$ cat config.mk
export PLATFORM = sky130hd
export DESIGN_NAME = mdu_ctrl
export DESIGN_NICKNAME = d
export VERILOG_FILES = /design/src/rtl/mdu_pkg.sv /design/src/rtl/mdu_div.sv /design/src/rtl/mdu_ctrl.sv
export SDC_FILE = /design/constraint.sdc
export NUM_CORES = 2
export LEC_CHECK = 0
export BUFFER_PORTS_ARGS = -buffer_cell sky130_fd_sc_hd__buf_2
export CORE_ASPECT_RATIO = 0.6
export CORE_UTILIZATION = 45
export CTS_BUF_LIST = sky130_fd_sc_hd__clkbuf_8
export CTS_CLUSTER_DIAMETER = 80
export CTS_CLUSTER_SIZE = 40
export DETAILED_ROUTE_END_ITERATION = 7
export GPL_ROUTABILITY_DRIVEN = 0
export GPL_TIMING_DRIVEN = 1
export PLACE_DENSITY = 0.59
export RECOVER_POWER = 50
export SYNTH_ARGS = -nofsm -noshare
export SYNTH_HDL_FRONTEND = slang
export SYNTH_HIERARCHICAL = 1
export SYNTH_SLANG_ARGS = --single-unit
export TNS_END_PERCENT = 20
$ cat constraint.sdc
create_clock -name clk -period 15.3 [get_ports clk]
set_input_delay 0.765 -clock clk [delete_from_list [all_inputs] [get_ports clk]]
set_output_delay 0.765 -clock clk [all_outputs]
set_load 0.005 [all_outputs]
$ cat src/rtl/mdu_pkg.sv
// Shared definitions for the multiply/divide unit.
// Holds op encodings, the controller state type and the divider step count.
package mdu_pkg;

  localparam int XLEN      = 32;
  localparam int DIV_STEPS = 32;

  localparam logic [1:0] OP_MULT  = 2'b00;
  localparam logic [1:0] OP_MULTU = 2'b01;
  localparam logic [1:0] OP_DIV   = 2'b10;
  localparam logic [1:0] OP_DIVU  = 2'b11;

  typedef enum logic [1:0] {
    IDLE = 2'b00,
    DIV  = 2'b01,
    FIX  = 2'b10,
    DONE = 2'b11
  } mdu_state_e;

  function automatic logic is_div_op(input logic [1:0] op);
    return op[1];
  endfunction

  function automatic logic is_signed_op(input logic [1:0] op);
    return ~op[0];
  endfunction

endpackage

$ cat src/rtl/mdu_div.sv
// Restoring radix-2 divider datapath on operand magnitudes.
// One quotient bit per step; load primes the shift registers.
module mdu_div
  import mdu_pkg::*;
(
  input  logic            clk,
  input  logic            rst,
  input  logic            load,
  input  logic            step,
  input  logic [XLEN-1:0] dividend,
  input  logic [XLEN-1:0] divisor,
  output logic [XLEN-1:0] rem,
  output logic [XLEN-1:0] quot
);

  logic [XLEN-1:0] rem_q, rem_d;
  logic [XLEN-1:0] quot_q, quot_d;
  logic [XLEN-1:0] dvs_q, dvs_d;
  logic [XLEN:0]   shifted;
  logic [XLEN-1:0] diff;
  logic            fits;

  // The trial difference always fits in XLEN bits when the subtract is taken.
  assign shifted = {rem_q, quot_q[XLEN-1]};
  assign fits    = (shifted >= {1'b0, dvs_q});
  assign diff    = shifted[XLEN-1:0] - dvs_q;

  always_comb begin
    rem_d  = rem_q;
    quot_d = quot_q;
    dvs_d  = dvs_q;
    if (load) begin
      rem_d  = '0;
      quot_d = dividend;
      dvs_d  = divisor;
    end else if (step) begin
      rem_d  = fits ? diff : shifted[XLEN-1:0];
      quot_d = {quot_q[XLEN-2:0], fits};
    end
  end

  always_ff @(posedge clk) begin
    if (rst) begin
      rem_q  <= '0;
      quot_q <= '0;
      dvs_q  <= '0;
    end else begin
      rem_q  <= rem_d;
      quot_q <= quot_d;
      dvs_q  <= dvs_d;
    end
  end

  assign rem  = rem_q;
  assign quot = quot_q;

endmodule

$ cat src/rtl/mdu_ctrl.sv
// Multiply/divide controller owning HI/LO: single-cycle MULT/MULTU, MTHI/MTLO,
// and an iterative DIV/DIVU compiled in only when MDU_DIV_EN is defined.
module mdu_ctrl
  import mdu_pkg::*;
(
  input  logic        clk,
  input  logic        rst,
  input  logic        startE,
  input  logic [1:0]  opE,
  input  logic [31:0] srcaE,
  input  logic [31:0] srcbE,
  input  logic        hiwriteE,
  input  logic        lowriteE,
  input  logic [31:0] wdataE,
  input  logic        flushE,
  output logic        stallE,
  output logic [31:0] hi,
  output logic [31:0] lo,
  output logic        busy
);

  logic [31:0] hi_q, hi_d;
  logic [31:0] lo_q, lo_d;
  logic [31:0] idle_hi, idle_lo;
  logic [63:0] mul_a, mul_b, mul_p;
  logic        op_signed;
  logic        start_ok;

  assign op_signed = is_signed_op(opE);
  assign start_ok  = startE & ~flushE;

  // Extending to 64 bits lets one unsigned multiplier serve both signednesses.
  assign mul_a = {{32{op_signed & srcaE[31]}}, srcaE};
  assign mul_b = {{32{op_signed & srcbE[31]}}, srcbE};
  assign mul_p = mul_a * mul_b;

  // A start (even a flushed one) shadows MTHI/MTLO in the same cycle.
  always_comb begin
    idle_hi = hi_q;
    idle_lo = lo_q;
    if (startE) begin
      if (start_ok && !is_div_op(opE)) begin
        idle_hi = mul_p[63:32];
        idle_lo = mul_p[31:0];
      end
    end else begin
      if (hiwriteE) idle_hi = wdataE;
      if (lowriteE) idle_lo = wdataE;
    end
  end

`ifdef MDU_DIV_EN
  mdu_state_e  state_q, state_d;
  logic [4:0]  cnt_q, cnt_d;
  logic        q_neg_q, q_neg_d;
  logic        r_neg_q, r_neg_d;
  logic [31:0] res_hi_q, res_hi_d;
  logic [31:0] res_lo_q, res_lo_d;
  logic        a_neg, b_neg;
  logic [31:0] a_mag, b_mag;
  logic        div_load, div_step;
  logic [31:0] div_rem, div_quot;

  assign a_neg = op_signed & srcaE[31];
  assign b_neg = op_signed & srcbE[31];
  assign a_mag = a_neg ? (32'd0 - srcaE) : srcaE;
  assign b_mag = b_neg ? (32'd0 - srcbE) : srcbE;

  mdu_div u_div (
    .clk      (clk),
    .rst      (rst),
    .load     (div_load),
    .step     (div_step),
    .dividend (a_mag),
    .divisor  (b_mag),
    .rem      (div_rem),
    .quot     (div_quot)
  );

  // Quotient is never negated for a zero divisor so x/0 always yields all ones.
  always_comb begin
    state_d  = state_q;
    cnt_d    = cnt_q;
    q_neg_d  = q_neg_q;
    r_neg_d  = r_neg_q;
    res_hi_d = res_hi_q;
    res_lo_d = res_lo_q;
    hi_d     = hi_q;
    lo_d     = lo_q;
    div_load = 1'b0;
    div_step = 1'b0;
    unique case (state_q)
      IDLE: begin
        hi_d = idle_hi;
        lo_d = idle_lo;
        if (start_ok && is_div_op(opE)) begin
          div_load = 1'b1;
          q_neg_d  = (a_neg ^ b_neg) & (srcbE != 32'd0);
          r_neg_d  = a_neg;
          cnt_d    = '0;
          state_d  = DIV;
        end
      end
      DIV: begin
        if (flushE) begin
          state_d = IDLE;
        end else begin
          div_step = 1'b1;
          cnt_d    = cnt_q + 5'd1;
          if (cnt_q == 5'(DIV_STEPS - 1)) state_d = FIX;
        end
      end
      FIX: begin
        if (flushE) begin
          state_d = IDLE;
        end else begin
          res_lo_d = q_neg_q ? (32'd0 - div_quot) : div_quot;
          res_hi_d = r_neg_q ? (32'd0 - div_rem) : div_rem;
          state_d  = DONE;
        end
      end
      DONE: begin
        hi_d    = res_hi_q;
        lo_d    = res_lo_q;
        state_d = IDLE;
      end
      default: state_d = IDLE;
    endcase
  end

  always_ff @(posedge clk) begin
    if (rst) begin
      state_q  <= IDLE;
      cnt_q    <= '0;
      q_neg_q  <= 1'b0;
      r_neg_q  <= 1'b0;
      res_hi_q <= '0;
      res_lo_q <= '0;
    end else begin
      state_q  <= state_d;
      cnt_q    <= cnt_d;
      q_neg_q  <= q_neg_d;
      r_neg_q  <= r_neg_d;
      res_hi_q <= res_hi_d;
      res_lo_q <= res_lo_d;
    end
  end

  assign stallE = ((state_q == IDLE) && startE && is_div_op(opE)) ||
                  (state_q == DIV) || (state_q == FIX);
  assign busy   = (state_q != IDLE);
`else
  always_comb begin
    hi_d = idle_hi;
    lo_d = idle_lo;
  end

  assign stallE = 1'b0;
  assign busy   = 1'b0;
`endif

  always_ff @(posedge clk) begin
    if (rst) begin
      hi_q <= '0;
      lo_q <= '0;
    end else begin
      hi_q <= hi_d;
      lo_q <= lo_d;
    end
  end

  assign hi = hi_q;
  assign lo = lo_q;

endmodule

Word-level counts from Yosys, hierarchy flattened
Index checks and enable logic that the tools add are counted.
{"block": "totals", "regBits": 64}
{"block": "op_classes", "reduce_logical": 6, "bitwise_logic": 5, "eq_ne": 1, "n_mul": 1, "n_mux": 6}
{"cell": "two-way mux 32 bit", "count": 6}
{"cell": "multiplier 33 x 33 -> 64 bit", "count": 1}
{"cell": "AND reduction 2 bit", "count": 2}
{"cell": "nonzero test 2 bit", "count": 2}
{"cell": "AND 1 bit", "count": 3}
{"cell": "!= test 2 x 1 -> 1 bit (second input constant)", "count": 1}
{"cell": "inverter 1 bit", "count": 2}
{"cell": "logical AND 1 bit", "count": 1}
{"cell": "zero test 1 bit", "count": 1}

Longest topological paths before layout
{"block": "logic_depth", "ltp_word": 5, "depth_mapped": 30}

Worst setup path before layout
OpenSTA, ideal clock, no wires.
{"block": "synth_path", "path_kind": "input to register", "startpoint": "input srcaE[31]", "endpoint": "register hi_q[31] (netlist: hi[31])", "path_slack_ns": 6.711, "cell_stages": 29, "n_path_buf": 1, "t_arrival_ns": 8.502, "cell_sequence": "nor2b_1 -> clkbuf_1 -> nand2_1 -> inv_1 -> fa_1 -> inv_1 -> fa_1 -> inv_1 -> fa_1 -> fa_1 -> inv_1 -> fa_1 -> inv_1 -> fa_1 -> inv_1 -> fa_1 -> fa_1 -> inv_1 -> ha_1 -> a21o_1 -> a21o_1 -> a21o_1 -> a21o_1 -> a21o_1 -> nor4b_4 -> nor4_1 -> a2111oi_2 -> xnor2_1 -> a221oi_2"}
{"block": "synth_via", "elab_chain_len": 4}
{"element": "start: declaration", "line_no": "mdu_ctrl.sv:10", "source": "input logic [31:0] srcaE,"}
{"element": "AND 1 bit", "line_no": "mdu_ctrl.sv:33", "source": "assign mul_a = {{32{op_signed & srcaE[31]}}, srcaE};"}
{"element": "multiplier 33 x 33 -> 64 bit *", "line_no": "mdu_ctrl.sv:35", "source": "assign mul_p = mul_a * mul_b;"}
{"element": "two-way mux 32 bit *", "line_no": "mdu_ctrl.sv:42", "source": "if (start_ok && !is_div_op(opE)) begin"}
{"element": "two-way mux 32 bit *", "line_no": "mdu_ctrl.sv:41", "source": "if (startE) begin"}
{"element": "end signal: assignment", "line_no": "mdu_ctrl.sv:167", "source": "hi_q <= hi_d;"}
{"element": "end: declaration", "line_no": "mdu_ctrl.sv:22", "source": "logic [31:0] hi_q, hi_d;"}
Every way passes the cells marked *; elsewhere a longest branch is shown, timed or not. The select of a mux whose other input is x is not followed.
A chain may end at the register's enable or synchronous reset.

Worst setup path after layout
Same ends and word-level chain as after synthesis.

==> flow_metrics.env <==
export IMPL_finalNetCount=5944
export IMPL_htreeDepth=3
export IMPL_yosysSeqAreaShare_pct=3.15
export IMPL_synth_edf_count=0
export IMPL_wl_per_cell_um=22.0
export IMPL_grt_max_degree=67
export IMPL_fp_dieW_um=390
export IMPL_post_cts_resized=0
export IMPL_yosysWarnings=6
export IMPL_synthMostInstantiatedCell="inv_1"
export IMPL_cap_violations=0
export IMPL_violations="design-rule violations"
export IMPL_fp_row_count=85
export IMPL_synthCells=4535
export IMPL_grt_pass1_vias=32300
export IMPL_status="finished with violations"
export IMPL_drive_gt1_share_pct=4.72
export IMPL_hp_class="reg -> reg"
export IMPL_fin_crit_sh_pct=63.4
export IMPL_cts_setup_buffers=0
export IMPL_globalRoute_totalOverflow=0
export IMPL_area_growth_pct=4.72
export IMPL_io_buffers=167
export IMPL_dieArea_um2=91700
export IMPL_rsz0062_at_grt="false"
export IMPL_start_kind="primary input"
export IMPL_finalWirelength_mm=126
export IMPL_drc=4
export IMPL_synthTopCellsByArea="fa_1, inv_1, nand2_1"
export IMPL_synth_cell_types=62
export IMPL_cts_sinks=64
export IMPL_synth_top_area_share_pct=55.3
export IMPL_rrSetupSlack_ps=14220
export IMPL_fmax_mhz=103
export IMPL_cp_end_kind="flop"
export IMPL_worst_endpoint_required_ps=15580
export IMPL_yosys_top_cells_count="inv_1, fa_1, nand2_1, and2_1, clkbuf_1"
export IMPL_grtUsageTotal_pct=28.7
export IMPL_worstSetupPathType="in -> reg"
export IMPL_fin_skew_ps=0
export IMPL_fp_coreArea_um2=89700
export IMPL_fin_setup_tns_ps=0
export IMPL_cpMostUsedCell="fa_1"
export IMPL_setup_viol_count_final=0
export IMPL_cts_tree="built"
export IMPL_cts_hold_fix_buffers=0
export IMPL_start_util_pct=45.4
export IMPL_synthFlopType="dfxtp_1"
export IMPL_arrival_ps=9980
export IMPL_syn_area_um2=40700
export IMPL_max_slew_margin_pct=22.4
export IMPL_antenna_found_initial=4
export IMPL_path_clk_slew_ps=80
export IMPL_slew_violations=0
export IMPL_firstDrtPassIters=8
export IMPL_chipHeight_um=235
export IMPL_hold_viol_final=0
export IMPL_path_max_fanout=33
export IMPL_first_iter_violations=2687
export IMPL_clock_root_buffer="clkbuf_8"
export IMPL_post_route_min_period_ps=9700
export IMPL_vias=30300
export IMPL_syn_avg_cell_area_um2=8.98
export IMPL_yosys_area_top_type="fa_1"
export IMPL_grt_pass1_wl_mm=199
export IMPL_ios=170
export IMPL_synth_seq_cells=64
export IMPL_insertion_delay_ps=360
export IMPL_place_hpwl_mm=99.9
export IMPL_worstMarginPinSlew_ps=1160
export IMPL_ant_nets=0
export IMPL_async_reset_ff_share_pct=0
export IMPL_fillerInstances=8753
export IMPL_cpPeakStageDelay_ps=880
export IMPL_cts_buffer_depth=2
export IMPL_cpMaxStageDelayCell="fa_1"
export IMPL_viasPerCell=5.29
export IMPL_cts_buffers=9
per-layer routing:
layer  GRT usage, %  routed length [um]
met2           40.7               50900
met5              0                   0
met3           8.65               15500
met4           3.10                1360
met1           44.3               58400
sequential cells by signal, summed over array words and instances (netlist names):
register	flops
lo	32
hi	32
metrics by stage:
step                hold slack, ps  area, um^2  std cells  util (%)  setup slack, ps
floorplan                      465       40700       4536         -             6710
CTS                            477       42700       5726      47.6             5670
detailed placement             465       42500       5710      47.4             5290
global placement               462       42500       5710      47.4             5430
finish                         474       42600       5729      47.6             5600
global route                   497       42600       5727      47.6             5130
cells in the final DEF, fill, tap and decap left out, drive strengths merged, types with 5 or more instances in the layout:
cell type / count
clkbuf: 44
nand4: 11
a31oi: 12
buf: 174
a311oi: 8
nor2b: 11
a211oi: 46
and2: 363
or3: 8
or2: 9
fa: 1125
nor3: 22
o21ai: 45
ha: 212
nor2: 119
a221oi: 11
nand2: 769
and3: 11
a21oi: 92
nand2b: 5
inv: 1132
xnor2: 48
mux2i: 19
o21bai: 15
xor2: 20
dfxtp: 64
a21o: 39
nand3: 20
area by class of cell:
cell class | count | area, um^2 | area share (%)
Antenna cell | 3 | 7.51 | 0.0176
Tap cell | 1218 | 1520 | 3.57
Inverter | 1129 | 4240 | 9.94
Multi-Input combinational cell | 3090 | 34300 | 80.3
Clock buffer | 9 | 124 | 0.290
Clock inverter | 7 | 103 | 0.241
Timing Repair Buffer | 209 | 1110 | 2.60
Sequential cell | 64 | 1280 | 3.00
final timing paths:
| kind | startpoint | to | cells past startpoint |
|---|---|---|---|
| hold reg to reg | hi[29]$_SDFFE_PP0P_ | hi[29]$_SDFFE_PP0P_ | 2 |
| hold / removal | hi[29]$_SDFFE_PP0P_ | hi[29]$_SDFFE_PP0P_ | 2 |
| setup reg to reg | hi[26]$_SDFFE_PP0P_ | hi[26]$_SDFFE_PP0P_ | 3 |
| setup / recovery | srcaE[31] | hi[31]$_SDFFE_PP0P_ | 30 |
worst max-delay path, delay by kind of cell:
family / cells / cell delay (ps)
compound gates: 7 / 1630
xor+xnor: 1 / 140
fa+ha+maj: 9 / 4590
simple gates: 4 / 870
buf+inv: 9 / 1940
cell families (layout without fill, tap and decap cells):
| family | Yosys count | count (layout) | synth area share (%) |
|---|---|---|---|
| other | 1 | 5 | 0.00921 |
| AO/OA/AOI/OAI | 305 | 305 | 4.97 |
| buffers and inverters | 1382 | 1354 | 12.8 |
| XOR/XNOR | 68 | 68 | 1.46 |
| multiplexers | 19 | 19 | 0.467 |
| AND/OR/NAND/NOR | 1359 | 1359 | 15.4 |
| flip-flops | 64 | 64 | 3.15 |
| adder cells (fa/ha/maj) | 1337 | 1337 | 61.8 |
Power is left out: the tool's default activity adds up to more than one toggle a clock period on the data nets, which glitch-free logic cannot reach.
